File: src/rtl/uart_pkg.sv
// Shared UART definitions: receiver FSM states, status-register bit positions and defaults.
package uart_pkg;

  typedef enum logic [2:0] {
    IDLE,
    START,
    DATA,
    PARITY,
    STOP
  } rx_state_t;

  // Bit positions in the status register; the transmitter will use TXI/TBNF.
  localparam int FE   = 7;
  localparam int PE   = 6;
  localparam int OR   = 5;
  localparam int NF   = 4;
  localparam int TXI  = 3;
  localparam int TBNF = 2;
  localparam int DR   = 1;
  localparam int ENA  = 0;

  localparam int OSR_DEFAULT = 16;

  function automatic logic maj3(input logic a, input logic b, input logic c);
    return (a & b) | (a & c) | (b & c);
  endfunction

endpackage

File: src/rtl/rx_fifo.sv
// Circular-buffer FIFO with wrap-around pointers, occupancy count and synchronous flush.
module rx_fifo #(
  parameter int DEPTH = 4,
  parameter int W     = 8
) (
  input  logic                       clk,
  input  logic                       rst_n,
  input  logic                       flush,
  input  logic                       push,
  input  logic                       pop,
  input  logic [W-1:0]               wdata,
  output logic [W-1:0]               rdata,
  output logic [$clog2(DEPTH+1)-1:0] count,
  output logic                       full,
  output logic                       empty
);

  localparam int AW = (DEPTH > 1) ? $clog2(DEPTH) : 1;
  localparam int CW = $clog2(DEPTH + 1);

  logic [W-1:0]  mem [DEPTH];
  logic [AW-1:0] wr_ptr;
  logic [AW-1:0] rd_ptr;
  logic          do_pop;
  logic          do_push;

  assign empty   = (count == '0);
  assign full    = (count == CW'(DEPTH));
  assign do_pop  = pop && !empty;
  // A pop in the same cycle frees the slot, so a full FIFO may still accept.
  assign do_push = push && (!full || do_pop);
  assign rdata   = empty ? '0 : mem[rd_ptr];

  always_ff @(posedge clk or negedge rst_n) begin
    if (!rst_n) begin
      wr_ptr <= '0;
      rd_ptr <= '0;
      count  <= '0;
    end else if (flush) begin
      wr_ptr <= '0;
      rd_ptr <= '0;
      count  <= '0;
    end else begin
      if (do_push) wr_ptr <= wr_ptr + AW'(1);
      if (do_pop)  rd_ptr <= rd_ptr + AW'(1);
      count <= count + CW'(do_push) - CW'(do_pop);
    end
  end

  always_ff @(posedge clk) begin
    if (do_push && !flush) mem[wr_ptr] <= wdata;
  end

endmodule

File: src/rtl/uart_rx_frontend.sv
// Oversampled 8-bit UART receiver: majority-voted bit sampling, optional even parity,
// per-frame error pulses and a small receive FIFO popped by bus reads.
module uart_rx_frontend
  import uart_pkg::*;
#(
  parameter int DEPTH = 4,
  parameter int OSR   = OSR_DEFAULT
) (
  input  logic       clk,
  input  logic       rst_n,
  input  logic       ena,
  input  logic       baud_tick,
  input  logic       rxd,
  input  logic       parity_en,
  input  logic       rd,
  output logic [7:0] rdata,
  output logic [7:0] status_int
);

  localparam int TW = $clog2(OSR);
  localparam int CW = $clog2(DEPTH + 1);
  localparam logic [TW-1:0] SMP_A = TW'(OSR / 2 - 1);
  localparam logic [TW-1:0] SMP_B = TW'(OSR / 2);
  localparam logic [TW-1:0] SMP_C = TW'(OSR / 2 + 1);
  localparam logic [TW-1:0] LAST  = TW'(OSR - 1);

  rx_state_t     state;
  logic [TW-1:0] tick_cnt;
  logic [2:0]    bit_cnt;
  logic          rxd_m;
  logic          rxd_s;
  logic          smp0;
  logic          smp1;
  logic          par_q;
  logic          noise_q;
  logic          perr_q;
  logic [7:0]    shreg;
  logic          fe_q;
  logic          pe_q;
  logic          or_q;
  logic          nf_q;

  logic          maj;
  logic          split;
  logic          done;
  logic          push_req;
  logic          pop_ok;
  logic          fe_p;
  logic          pe_p;
  logic          or_p;
  logic          nf_p;

  logic [CW-1:0] count;
  logic          full;
  logic          empty;

  always_ff @(posedge clk or negedge rst_n) begin
    if (!rst_n) begin
      rxd_m <= 1'b1;
      rxd_s <= 1'b1;
    end else begin
      rxd_m <= rxd;
      rxd_s <= rxd_m;
    end
  end

  // The third sample is the live synchronised value, so the vote resolves on that tick.
  assign maj   = maj3(smp0, smp1, rxd_s);
  assign split = (smp0 != smp1) || (smp1 != rxd_s);

  assign done     = ena && baud_tick && (state == STOP) && (tick_cnt == SMP_C);
  assign push_req = done && maj;
  assign pop_ok   = ena && rd && !empty;

  assign fe_p = done && !maj;
  assign pe_p = push_req && perr_q;
  assign or_p = push_req && full && !pop_ok;
  assign nf_p = done && (noise_q || split);

  always_ff @(posedge clk or negedge rst_n) begin
    if (!rst_n) begin
      state    <= IDLE;
      tick_cnt <= '0;
      bit_cnt  <= '0;
      smp0     <= 1'b1;
      smp1     <= 1'b1;
      par_q    <= 1'b0;
      noise_q  <= 1'b0;
      perr_q   <= 1'b0;
      shreg    <= '0;
      fe_q     <= 1'b0;
      pe_q     <= 1'b0;
      or_q     <= 1'b0;
      nf_q     <= 1'b0;
    end else if (!ena) begin
      state    <= IDLE;
      tick_cnt <= '0;
      bit_cnt  <= '0;
      fe_q     <= 1'b0;
      pe_q     <= 1'b0;
      or_q     <= 1'b0;
      nf_q     <= 1'b0;
    end else begin
      fe_q <= fe_p;
      pe_q <= pe_p;
      or_q <= or_p;
      nf_q <= nf_p;
      if (baud_tick) begin
        if (state == IDLE) begin
          if (!rxd_s) begin
            state    <= START;
            tick_cnt <= '0;
            bit_cnt  <= '0;
            noise_q  <= 1'b0;
            perr_q   <= 1'b0;
            par_q    <= parity_en;
          end
        end else begin
          tick_cnt <= tick_cnt + TW'(1);
          if (tick_cnt == SMP_A) smp0 <= rxd_s;
          if (tick_cnt == SMP_B) smp1 <= rxd_s;
          if (tick_cnt == SMP_C) noise_q <= noise_q | split;
          case (state)
            START: begin
              if (tick_cnt == SMP_C && maj) begin
                state <= IDLE;
              end else if (tick_cnt == LAST) begin
                state    <= DATA;
                tick_cnt <= '0;
              end
            end
            DATA: begin
              if (tick_cnt == SMP_C) shreg <= {maj, shreg[7:1]};
              if (tick_cnt == LAST) begin
                tick_cnt <= '0;
                bit_cnt  <= bit_cnt + 3'd1;
                if (bit_cnt == 3'd7) state <= par_q ? PARITY : STOP;
              end
            end
            PARITY: begin
              if (tick_cnt == SMP_C) perr_q <= maj ^ (^shreg);
              if (tick_cnt == LAST) begin
                state    <= STOP;
                tick_cnt <= '0;
              end
            end
            STOP: begin
              // Leave at mid-stop so a following start edge is never missed.
              if (tick_cnt == SMP_C) begin
                state    <= IDLE;
                tick_cnt <= '0;
              end
            end
            default: state <= IDLE;
          endcase
        end
      end
    end
  end

  rx_fifo #(
    .DEPTH (DEPTH),
    .W     (8)
  ) u_fifo (
    .clk   (clk),
    .rst_n (rst_n),
    .flush (!ena),
    .push  (push_req),
    .pop   (pop_ok),
    .wdata (shreg),
    .rdata (rdata),
    .count (count),
    .full  (full),
    .empty (empty)
  );

  always_comb begin
    status_int = '0;
    if (ena) begin
      status_int[FE] = fe_q;
      status_int[PE] = pe_q;
      status_int[OR] = or_q;
      status_int[NF] = nf_q;
      status_int[DR] = (count != '0);
    end
  end

endmodule

File: config.mk
export PLATFORM = sky130hd
export DESIGN_NAME = uart_rx_frontend
export DESIGN_NICKNAME = d
export VERILOG_FILES = /design/src/rtl/uart_pkg.sv /design/src/rtl/rx_fifo.sv /design/src/rtl/uart_rx_frontend.sv
export SDC_FILE = /design/constraint.sdc
export NUM_CORES = 1
export LEC_CHECK = 0
export CAP_MARGIN = 30
export CORE_ASPECT_RATIO = 1.4
export CORE_MARGIN = 5
export CORE_UTILIZATION = 50
export DETAILED_ROUTE_END_ITERATION = 10
export DONT_BUFFER_PORTS = 1
export PLACE_DENSITY = 0.67
export SLEW_MARGIN = 10
export SYNTH_ARGS = -nofsm -noshare
export SYNTH_HDL_FRONTEND = slang
export SYNTH_SLANG_ARGS = --single-unit
File: constraint.sdc
create_clock -name clk -period 3.6 [get_ports clk]
set_clock_uncertainty 0.2 [all_clocks]
set_input_delay 0.72 -clock clk [delete_from_list [all_inputs] [get_ports clk]]
set_output_delay 0.72 -clock clk [all_outputs]
set_load 0.1 [all_outputs]
==> results.sh, run 1 <==
export IMPL_fin_total_pwr_mw=1.98
export IMPL_drt_vias_per_instance=5.68
export IMPL_grt_antenna_before_repair=0
export IMPL_comb_power_frac=0.226
export IMPL_postCtsSetupBuffers=0
export IMPL_power_switching_mw=0.633
export IMPL_synth_area_top_cells="sky130_fd_sc_hd__edfxtp_1 29%, sky130_fd_sc_hd__dfrtp_1 24%, sky130_fd_sc_hd__mux4_2 5.4%, sky130_fd_sc_hd__ha_1 4.9%, sky130_fd_sc_hd__mux2_2 4.0%"
export IMPL_power_switching_share=0.320
export IMPL_cts_num_sinks=68
export IMPL_irDropWorstVdd_v=0.000266
export IMPL_grt_pass1_vias=2002
export IMPL_place_ws_ns=0.696
export IMPL_detailedRoute_firstPassIterationCount=4
export IMPL_num_vias=1970
export IMPL_die_outline_area_um2=8450
export IMPL_floorplan_io_pins=23
export IMPL_clockRootBuffer="sky130_fd_sc_hd__clkbuf_8"
export IMPL_global_route_wire_length_before_repair_um=9940
export IMPL_cts_max_path_buffers=2
export IMPL_cp_data_arrival_time_ns=2.01
export IMPL_die_w_um=79.1
export IMPL_slew_at_the_pin_closest_to_its_max_slew_limit_ns=0.587
export IMPL_final_hold_viol_count=0
export IMPL_clock_insertion_delay_worst_skew_ns=0.34
export IMPL_ys_seq_elements=68
export IMPL_initial_core_util=0.510
export IMPL_drt_antenna_violating_nets=0
export IMPL_maxSlewHeadroom=0.609
export IMPL_postSynthAreaPerCell_um2=13.2
export IMPL_netlist_area_um2=3350
export IMPL_cp_start_kind="flip-flop"
export IMPL_fin_ws_ns=0.667
export IMPL_post_route_cells_drive_above_1_share=0.216
export IMPL_htree_num_levels=3
export IMPL_die_height_um=107
export IMPL_dpl_hpwl_um=4220
export IMPL_worstSetupEndpointType="primary output"
export IMPL_nets=289
export IMPL_setup_violations=0
export IMPL_outcome="finished, final reports clean"
export IMPL_place_congestion=0.829
export IMPL_fraction_of_registers_with_async_set_reset=0.529
export IMPL_leak_pwr_nw=1.61
export IMPL_cell_internal_pwr_mw=1.34
export IMPL_finalWorstPathRequiredPeriod_ns=2.93
export IMPL_routed_len_inst_um=16.9
export IMPL_timing_max_cap_violations=0
export IMPL_drt_iter0_drc=68
export IMPL_critical_path_required_ns=2.68
export IMPL_route_final_wire_length_um=5850
export IMPL_number_of_drc_violations_after_detailed_routing=0
export IMPL_yosys_area_top_type_share=0.287
export IMPL_yosysUniqueCellTypes=54
export IMPL_cellPowerDensity_nw_per_um2=535
export IMPL_power_share_sequential=0.471
export IMPL_path_class="flip-flop to primary output"
export IMPL_rsz0062_at_grt="no"
export IMPL_ys_warn_count=0
export IMPL_synth_main_ff_cell="sky130_fd_sc_hd__edfxtp_1"
export IMPL_setup_tns_ns=0
export IMPL_num_antenna_cells=0
export IMPL_layout_filler_cells=543
export IMPL_p_clk_frac=0.303
export IMPL_synthToLayoutAreaGrowth_pct=10.5
export IMPL_post_cts_resize_count=0
export IMPL_sequential_to_total_area_share_from_yosys_stat=0.558
export IMPL_core_area_um2=6570
export IMPL_final_max_slew_viol_count=0
export IMPL_grt_usage=0.156
export IMPL_tritoncts_num_buffers=9
export IMPL_grt_start_max_net_pins=33
export IMPL_postCtsHoldBufs=2
export IMPL_path_clk_slew_ns=0.07
export IMPL_post_synth_most_frequent_cells="32 x sky130_fd_sc_hd__dfrtp_1, 32 x sky130_fd_sc_hd__edfxtp_1, 20 x sky130_fd_sc_hd__and2_1"
export IMPL_syn_instance_count=253
export IMPL_tritoncts="done"
export IMPL_fmaxAchievable_mhz=341
export IMPL_placementRows=35
export IMPL_cp_max_fo=10
export IMPL_hp_class="flip-flop to flip-flop"
export IMPL_synth_enable_flop_cells=32
export IMPL_io_buffer_count=0
export IMPL_post_route_period_util=0.815
export IMPL_gr_total_overflow=0
export IMPL_post_synth_top_area_cell="sky130_fd_sc_hd__edfxtp_1"
[cells in the final DEF (no fill, tap or decap), types with 3 or more instances in the layout]
cell type                  synthesis  final
sky130_fd_sc_hd__conb_1            1      3
sky130_fd_sc_hd__clkinv_1          0      3
sky130_fd_sc_hd__buf_4             4     14
sky130_fd_sc_hd__xor2_1            4      4
sky130_fd_sc_hd__edfxtp_1         32     32
sky130_fd_sc_hd__clkbuf_8          0      9
sky130_fd_sc_hd__nand3_1           6      6
sky130_fd_sc_hd__nor3_1            3      3
sky130_fd_sc_hd__inv_1            13     13
sky130_fd_sc_hd__a21oi_1           5      5
sky130_fd_sc_hd__o21ai_0           3      3
sky130_fd_sc_hd__nor2_1           11     11
sky130_fd_sc_hd__nand2_1          15     15
sky130_fd_sc_hd__dfstp_2           4      4
sky130_fd_sc_hd__mux2_1            3      3
sky130_fd_sc_hd__xnor2_1           6      6
sky130_fd_sc_hd__dfrtp_1          32     32
sky130_fd_sc_hd__mux4_2            8      8
sky130_fd_sc_hd__nand2b_1          3      3
sky130_fd_sc_hd__and2_1           20     20
sky130_fd_sc_hd__mux2_2           12     12
sky130_fd_sc_hd__mux2i_1           4      4
sky130_fd_sc_hd__or3_1             3      3
sky130_fd_sc_hd__ha_1             13     13
[kinds of logic after synthesis]
| group | after synthesis | synth area share |
|---|---|---|
| other cells | 1 | 0.00112 |
| buf+inv | 28 | 0.0400 |
| simple gates | 79 | 0.138 |
| flops | 68 | 0.558 |
| compound gates | 25 | 0.0598 |
| fa+ha+maj | 14 | 0.0546 |
| xor+xnor | 11 | 0.0329 |
| mux | 27 | 0.116 |
[routing by layer]
| metal | GRT usage | vias to the layer above | part of all wire |
|---|---|---|---|
| li1 | - | 937 | - |
| met1 | 0.167 | 975 | 0.37 |
| met3 | 0.0445 | 14 | 0.041 |
| met2 | 0.279 | 44 | 0.54 |
| met4 | 0.0749 | 0 | 0.040 |
| met5 | 0 | - | 0 |
[path summary, 6_finish.rpt]
path                                  start              end  slack [ns]  cells after the start
max in group asynchronous             rst_n          noise_q        2.22                      2
max reg2reg                     tick_cnt[1]  u_fifo.count[2]        0.70                     11
max                        u_fifo.rd_ptr[0]         rdata[6]        0.67                      3
min in group asynchronous             rst_n             smp1        0.59                      1
min reg2reg                           rxd_m            rxd_s        0.16                      0
min                                   rxd_m            rxd_s        0.16                      0
[state kept, by name, summed over array words and instances (netlist names), 2 cells and up]
register,flops
u_fifo.mem,32
tick_cnt,4
u_fifo.wr_ptr,2
state,3
shreg,8
u_fifo.rd_ptr,2
u_fifo.count,3
bit_cnt,3
[layout make-up]
cell class / instances / area (µm²) / area share
inverters: 13 / 48.8 / 0.0132
repair buffers: 17 / 145 / 0.0393
clock inverters: 7 / 66.3 / 0.0179
clock buffers: 9 / 124 / 0.0335
well taps: 74 / 92.6 / 0.0250
flip-flops and latches: 68 / 1870 / 0.505
multi-input cells: 159 / 1350 / 0.366
[per-stage QoR]
step / area [µm²] / instances / hold WS (ns) / utilization
3_3_place_gp: 3470 / 328 / 0.147 / 0.528
3_5_place_dp: 3470 / 328 / 0.150 / 0.528
6_report: 3700 / 347 / 0.158 / 0.563
4_1_cts: 3690 / 346 / 0.000465 / 0.561
5_1_grt: 3700 / 347 / 0.140 / 0.563
2_1_floorplan: 3350 / 255 / 0.145 / -
[critical path: stages, from the launching register on]
cell                      delay (ns)
sky130_fd_sc_hd__dfrtp_1        0.72
sky130_fd_sc_hd__mux4_2         0.57
sky130_fd_sc_hd__and2_1         0.17
sky130_fd_sc_hd__buf_4          0.23
[power by group through the flow]
| stage | Sequential, mW | Clock, mW | Combinational, mW |
|---|---|---|---|
| after floorplan | 0.891 | 0 | 0.415 |
| after global placement | 0.948 | 0 | 0.433 |
| after detailed placement | 0.949 | 0 | 0.439 |
| after CTS | 0.933 | 0.621 | 0.453 |
| after global routing | 0.948 | 0.654 | 0.485 |
| final | 0.932 | 0.598 | 0.448 |
Note: power is estimated with default switching activity, not from simulation.
==> run 2, diff against run 1 <==
PLACE_DENSITY = 0.7   (was 0.67)
clock period = 2.55 ns   (was 3.6 ns; I/O delays follow)
==> results.sh, run 2 (same netlist as run 1, synthesis figures left out) <==
export IMPL_floorplan_io_pins=23
export IMPL_use_met2=0.278
export IMPL_htree_num_levels=3
export IMPL_die_height_um=107
export IMPL_routed_len_inst_um=16.7
export IMPL_layout_filler_cells=549
export IMPL_route_final_wire_length_um=6040
export IMPL_drt_antenna_violating_nets=0
export IMPL_grt_usage=0.156
export IMPL_drt_vias_per_instance=5.55
export IMPL_setup_violations=0
export IMPL_num_vias=2003
export IMPL_grt_start_max_net_pins=37
export IMPL_hp_class="primary input to flip-flop"
export IMPL_post_route_util=0.590
export IMPL_worstSetupEndpointType="flip-flop"
export IMPL_grt_pass1_vias=2002
export IMPL_leak_pwr_nw=1.71
export IMPL_io_buffer_count=0
export IMPL_highest_count_cells_in_the_layout_ignoring_fill_and_taps="32 x sky130_fd_sc_hd__dfrtp_1, 32 x sky130_fd_sc_hd__edfxtp_1, 24 x sky130_fd_sc_hd__buf_4"
export IMPL_tritoncts_num_buffers=9
export IMPL_grt_met3_usage=0.0353
export IMPL_grt_busiest_layer="met2"
export IMPL_synthToLayoutAreaGrowth_pct=15.8
export IMPL_path_class="flip-flop to flip-flop"
export IMPL_critical_path_required_ns=2.58
export IMPL_multi_input_area_um2=1380
export IMPL_cell_area_after_placement_um2=3580
export IMPL_final_hold_viol_count=0
export IMPL_timing_max_cap_violations=0
export IMPL_post_route_period_util=0.967
export IMPL_largest_register="u_fifo.mem"
export IMPL_cp_max_fo=3
export IMPL_largest_register_ffs=32
export IMPL_place_congestion=0.845
export IMPL_irDropWorstVdd_v=0.000591
export IMPL_drt_iter0_drc=124
export IMPL_p_clk_frac=0.319
export IMPL_cp_data_arrival_time_ns=2.50
export IMPL_cp_start_kind="flip-flop"
export IMPL_fmaxAchievable_mhz=405
export IMPL_power_share_sequential=0.417
export IMPL_clockRootBuffer="sky130_fd_sc_hd__clkbuf_8"
export IMPL_power_switching_mw=0.924
export IMPL_grt_util_met1=0.166
export IMPL_cts_num_sinks=68
export IMPL_power_switching_share=0.308
export IMPL_die_w_um=79.1
export IMPL_tritoncts="done"
export IMPL_num_antenna_cells=0
export IMPL_final_max_slew_viol_count=0
export IMPL_fin_worst_hold_slack_ns=0.0991
export IMPL_initial_core_util=0.510
export IMPL_registers_with_the_most_flip_flops="u_fifo.mem (32), shreg (8), tick_cnt (4)"
export IMPL_die_outline_area_um2=8450
export IMPL_detailedRoute_firstPassIterationCount=4
export IMPL_post_route_cells_drive_above_1_share=0.282
export IMPL_cell_internal_pwr_mw=2.08
export IMPL_path_clk_slew_ns=0.07
export IMPL_finalWorstPathRequiredPeriod_ns=2.47
export IMPL_placementRows=35
export IMPL_global_route_wire_length_before_repair_um=9910
export IMPL_dpl_hpwl_um=4320
export IMPL_clock_insertion_delay_worst_skew_ns=0.34
export IMPL_comb_power_frac=0.264
export IMPL_nets=303
export IMPL_cellPowerDensity_nw_per_um2=775
export IMPL_area_taken_by_flip_flops_and_latches_um2=1870
export IMPL_postLayoutCellArea_um2=3880
export IMPL_cts_max_path_buffers=2
export IMPL_fin_total_pwr_mw=3.00
export IMPL_gr_total_overflow=0
export IMPL_outcome="finished, final reports clean"
export IMPL_core_area_um2=6570
export IMPL_number_of_drc_violations_after_detailed_routing=0
export IMPL_grt_antenna_before_repair=0
==> run 2: changes by cell type in the layout (fill, tap and decap cells not counted), sizes merged <==
cell	previous run	this run
clkinv	4	2
clkinvlp	1	2
inv	14	13
buf	15	29
bufinv	1	2
clkbuf	9	10
==> run 2: final timing paths <==
kind / startpoint / endpoint / slack [ns] / cells after the start
hold / removal: ena / u_fifo.wr_ptr[0] / 0.1 / 2
min in group asynchronous: rst_n / shreg[6] / 0.44 / 2
hold reg to reg: rxd_m / rxd_s / 0.16 / 0
setup reg to reg: tick_cnt[1] / u_fifo.count[2] / 0.08 / 11
max in group asynchronous: rst_n / rxd_m / 1.46 / 2
setup / recovery: tick_cnt[1] / u_fifo.count[2] / 0.08 / 11
==> run 2: worst max-delay path, cell delays in order (launching register included) <==
cell and delay (ns):
sky130_fd_sc_hd__dfrtp_1 0.40, sky130_fd_sc_hd__inv_1 0.09, sky130_fd_sc_hd__ha_2 0.21, sky130_fd_sc_hd__and3b_2 0.23, sky130_fd_sc_hd__nand4_4 0.09, sky130_fd_sc_hd__nor3b_4 0.21, sky130_fd_sc_hd__ha_2 0.18, sky130_fd_sc_hd__inv_1 0.05
sky130_fd_sc_hd__fa_2 0.33, sky130_fd_sc_hd__xor2_1 0.15, sky130_fd_sc_hd__xnor2_1 0.16, sky130_fd_sc_hd__nor2_1 0.06
==> run 2: final cells by class <==
type                    instances  share of cell area
flip-flops and latches         68               0.482
multi-input cells             159               0.357
repair buffers                 31              0.0694
clock buffers                  10              0.0329
well taps                      74              0.0239
clock inverters                 6              0.0229
inverters                      13              0.0126
==> run 2: routing by layer <==
layer,vias to the layer above,wire [µm]
li1,955,-
met1,984,2340
met2,48,3360
met3,16,209
met4,0,131
met5,-,0
==> run 2: repair_timing <==
action                                  CTS  global route
endpoints found under the setup margin    0             9
endpoints found under the hold margin    37             0
setup buffers                             0             2
resized for setup                         0             6
hold buffers                              3             0
==> run 2: stage by stage <==
step / setup TNS (ns) / std cells / worst slack [ns]
global route: -0.00457 / 361 / -0.00457
global placement: 0 / 340 / 0.125
finish: 0 / 361 / 0.0830
detailed placement: 0 / 340 / 0.0703
CTS: 0 / 359 / 0.0178
floorplan: 0 / 255 / 0.0280
==> run 2: power groups by stage <==
stage	Combinational (mW)	Clock (mW)	Sequential, mW
floorplan	0.599	0	1.26
global placement	0.759	0	1.27
detailed placement	0.767	0	1.27
CTS	0.787	0.977	1.25
global route	0.865	1.03	1.26
finish	0.794	0.958	1.25
==> run 3, diff against run 2 <==
PLACE_DENSITY = 0.67   (was 0.7)
==> results.sh, run 3 (same netlist as run 1, synthesis figures left out) <==
export IMPL_cp_max_fo=10
export IMPL_worst_path_max_delay_cell="sky130_fd_sc_hd__mux4_2"
export IMPL_fin_total_pwr_mw=2.95
export IMPL_registers_with_the_most_flip_flops="u_fifo.mem (32), shreg (8), tick_cnt (4)"
export IMPL_layout_filler_cells=540
export IMPL_post_route_util=0.594
export IMPL_post_place_cells=339
export IMPL_crit_chain="buf_8 -> mux4_2 -> and2_1 -> buf_4"
export IMPL_clock_insertion_delay_worst_skew_ns=0.34
export IMPL_power_share_sequential=0.425
export IMPL_route_final_wire_length_um=6080
export IMPL_cts_num_sinks=68
export IMPL_detailedRoute_firstPassIterationCount=4
export IMPL_largest_register="u_fifo.mem"
export IMPL_outcome="finished, final reports clean"
export IMPL_floorplan_io_pins=23
export IMPL_clockRootBuffer="sky130_fd_sc_hd__clkbuf_8"
export IMPL_setup_violations=0
export IMPL_num_antenna_cells=0
export IMPL_hp_class="primary input to flip-flop"
export IMPL_grt_usage=0.164
export IMPL_path_class="flip-flop to primary output"
export IMPL_global_route_wire_length_before_repair_um=10700
export IMPL_cp_data_arrival_time_ns=1.74
export IMPL_cell_internal_pwr_mw=2.01
export IMPL_worstSetupEndpointType="primary output"
export IMPL_htree_num_levels=3
export IMPL_post_route_period_util=0.962
export IMPL_power_switching_share=0.318
export IMPL_num_vias=2035
export IMPL_critical_path_required_ns=1.84
export IMPL_dpl_hpwl_um=4390
export IMPL_place_congestion=0.828
export IMPL_cts_max_path_buffers=2
export IMPL_synthToLayoutAreaGrowth_pct=16.6
export IMPL_cellPowerDensity_nw_per_um2=756
export IMPL_final_cells=363
export IMPL_p_clk_frac=0.292
export IMPL_grt_start_max_net_pins=37
export IMPL_routed_len_inst_um=16.7
export IMPL_number_of_cells_traversed_by_the_worst_hold_path=1
export IMPL_final_hold_viol_count=0
export IMPL_die_height_um=107
export IMPL_leak_pwr_nw=1.71
export IMPL_tritoncts_num_buffers=9
export IMPL_post_route_cells_drive_above_1_share=0.298
export IMPL_nets=305
export IMPL_highest_count_cells_in_the_layout_ignoring_fill_and_taps="32 x sky130_fd_sc_hd__edfxtp_1, 31 x sky130_fd_sc_hd__dfrtp_1, 23 x sky130_fd_sc_hd__buf_4"
export IMPL_mostFrequentLayoutCell="sky130_fd_sc_hd__edfxtp_1"
export IMPL_irDropWorstVdd_v=0.000515
export IMPL_cp_start_kind="flip-flop"
export IMPL_initial_core_util=0.510
export IMPL_die_outline_area_um2=8450
export IMPL_rsz0062_at_grt="yes"
export IMPL_critPathMaxStageDelay_ns=0.49
export IMPL_drt_vias_per_instance=5.61
export IMPL_r2r_setup_slack_ns=0.1
export IMPL_fmaxAchievable_mhz=408
export IMPL_grt_antenna_before_repair=0
export IMPL_die_w_um=79.1
export IMPL_final_max_slew_viol_count=0
export IMPL_drt_iter0_drc=92
export IMPL_comb_power_frac=0.283
export IMPL_timing_max_cap_violations=0
export IMPL_core_area_um2=6570
export IMPL_number_of_drc_violations_after_detailed_routing=0
export IMPL_path_clk_slew_ns=0.07
export IMPL_tritoncts="done"
export IMPL_finalWorstPathRequiredPeriod_ns=2.45
export IMPL_power_switching_mw=0.939
export IMPL_grt_pass1_vias=2231
export IMPL_largest_register_ffs=32
export IMPL_r2r_worst_path_cells=11
export IMPL_io_buffer_count=0
export IMPL_gr_total_overflow=0
export IMPL_placementRows=35
export IMPL_drt_antenna_violating_nets=0
-- run 3: stage by stage --
step                      hold WS, ns  area (µm²)  TNS [ns]  setup WS, ns
after floorplan                0.0144        3380         0        0.0280
after global placement         0.0156        3580         0         0.121
after detailed placement       0.0156        3580         0        0.0246
after CTS                      0.0986        3810         0        0.0110
after global routing           0.0953        3900   -0.0217       -0.0217
final                           0.110        3900         0        0.0961
-- run 3: worst max-delay path: cells and delay by family (launching register included) --
kind	cells	cell delay [ns]
and+or+nand+nor	1	0.16
muxes	1	0.49
DFF	1	0.36
buffers and inverters	2	0.38
-- run 3: power by group through the flow --
stage	registers, mW	clock network [mW]	logic (mW)
6_report	1.25	0.863	0.835
5_1_grt	1.26	0.944	0.915
4_1_cts	1.25	0.882	0.787
3_5_place_dp	1.27	0	0.765
3_3_place_gp	1.27	0	0.755
2_1_floorplan	1.26	0	0.599
-- run 3: worst paths after layout --
path,start,end
max,u_fifo.rd_ptr[0],rdata[3]
min,ena,u_fifo.count[0]
max reg2reg,tick_cnt[1],u_fifo.count[2]
min reg2reg,rxd_m,rxd_s
max in group asynchronous,rst_n,rxd_m
min in group asynchronous,rst_n,shreg[4]
-- run 3: layer usage --
metal,GRT usage,part of all wire,wire [µm],vias up
met1,0.189,0.40,2420,1023
li1,-,-,-,963
met2,0.281,0.54,3300,32
met5,0,0,0,-
met4,0.0737,0.033,202,0
met3,0.0454,0.026,155,17
-- run 3: area by class of cell --
class / count / area [µm²] / share of cell area
inverters: 13 / 48.8 / 0.0125
repair buffers: 33 / 295 / 0.0757
multi-input cells: 159 / 1410 / 0.360
clock inverters: 6 / 65.1 / 0.0167
well taps: 74 / 92.6 / 0.0237
flip-flops and latches: 68 / 1870 / 0.479
clock buffers: 10 / 128 / 0.0327
-- run 3: what timing repair did --
action,CTS,global route
hold buffers,3,0
setup buffers,0,5
setup endpoints to repair,0,9
hold endpoints to repair,37,0
resized for setup,0,13
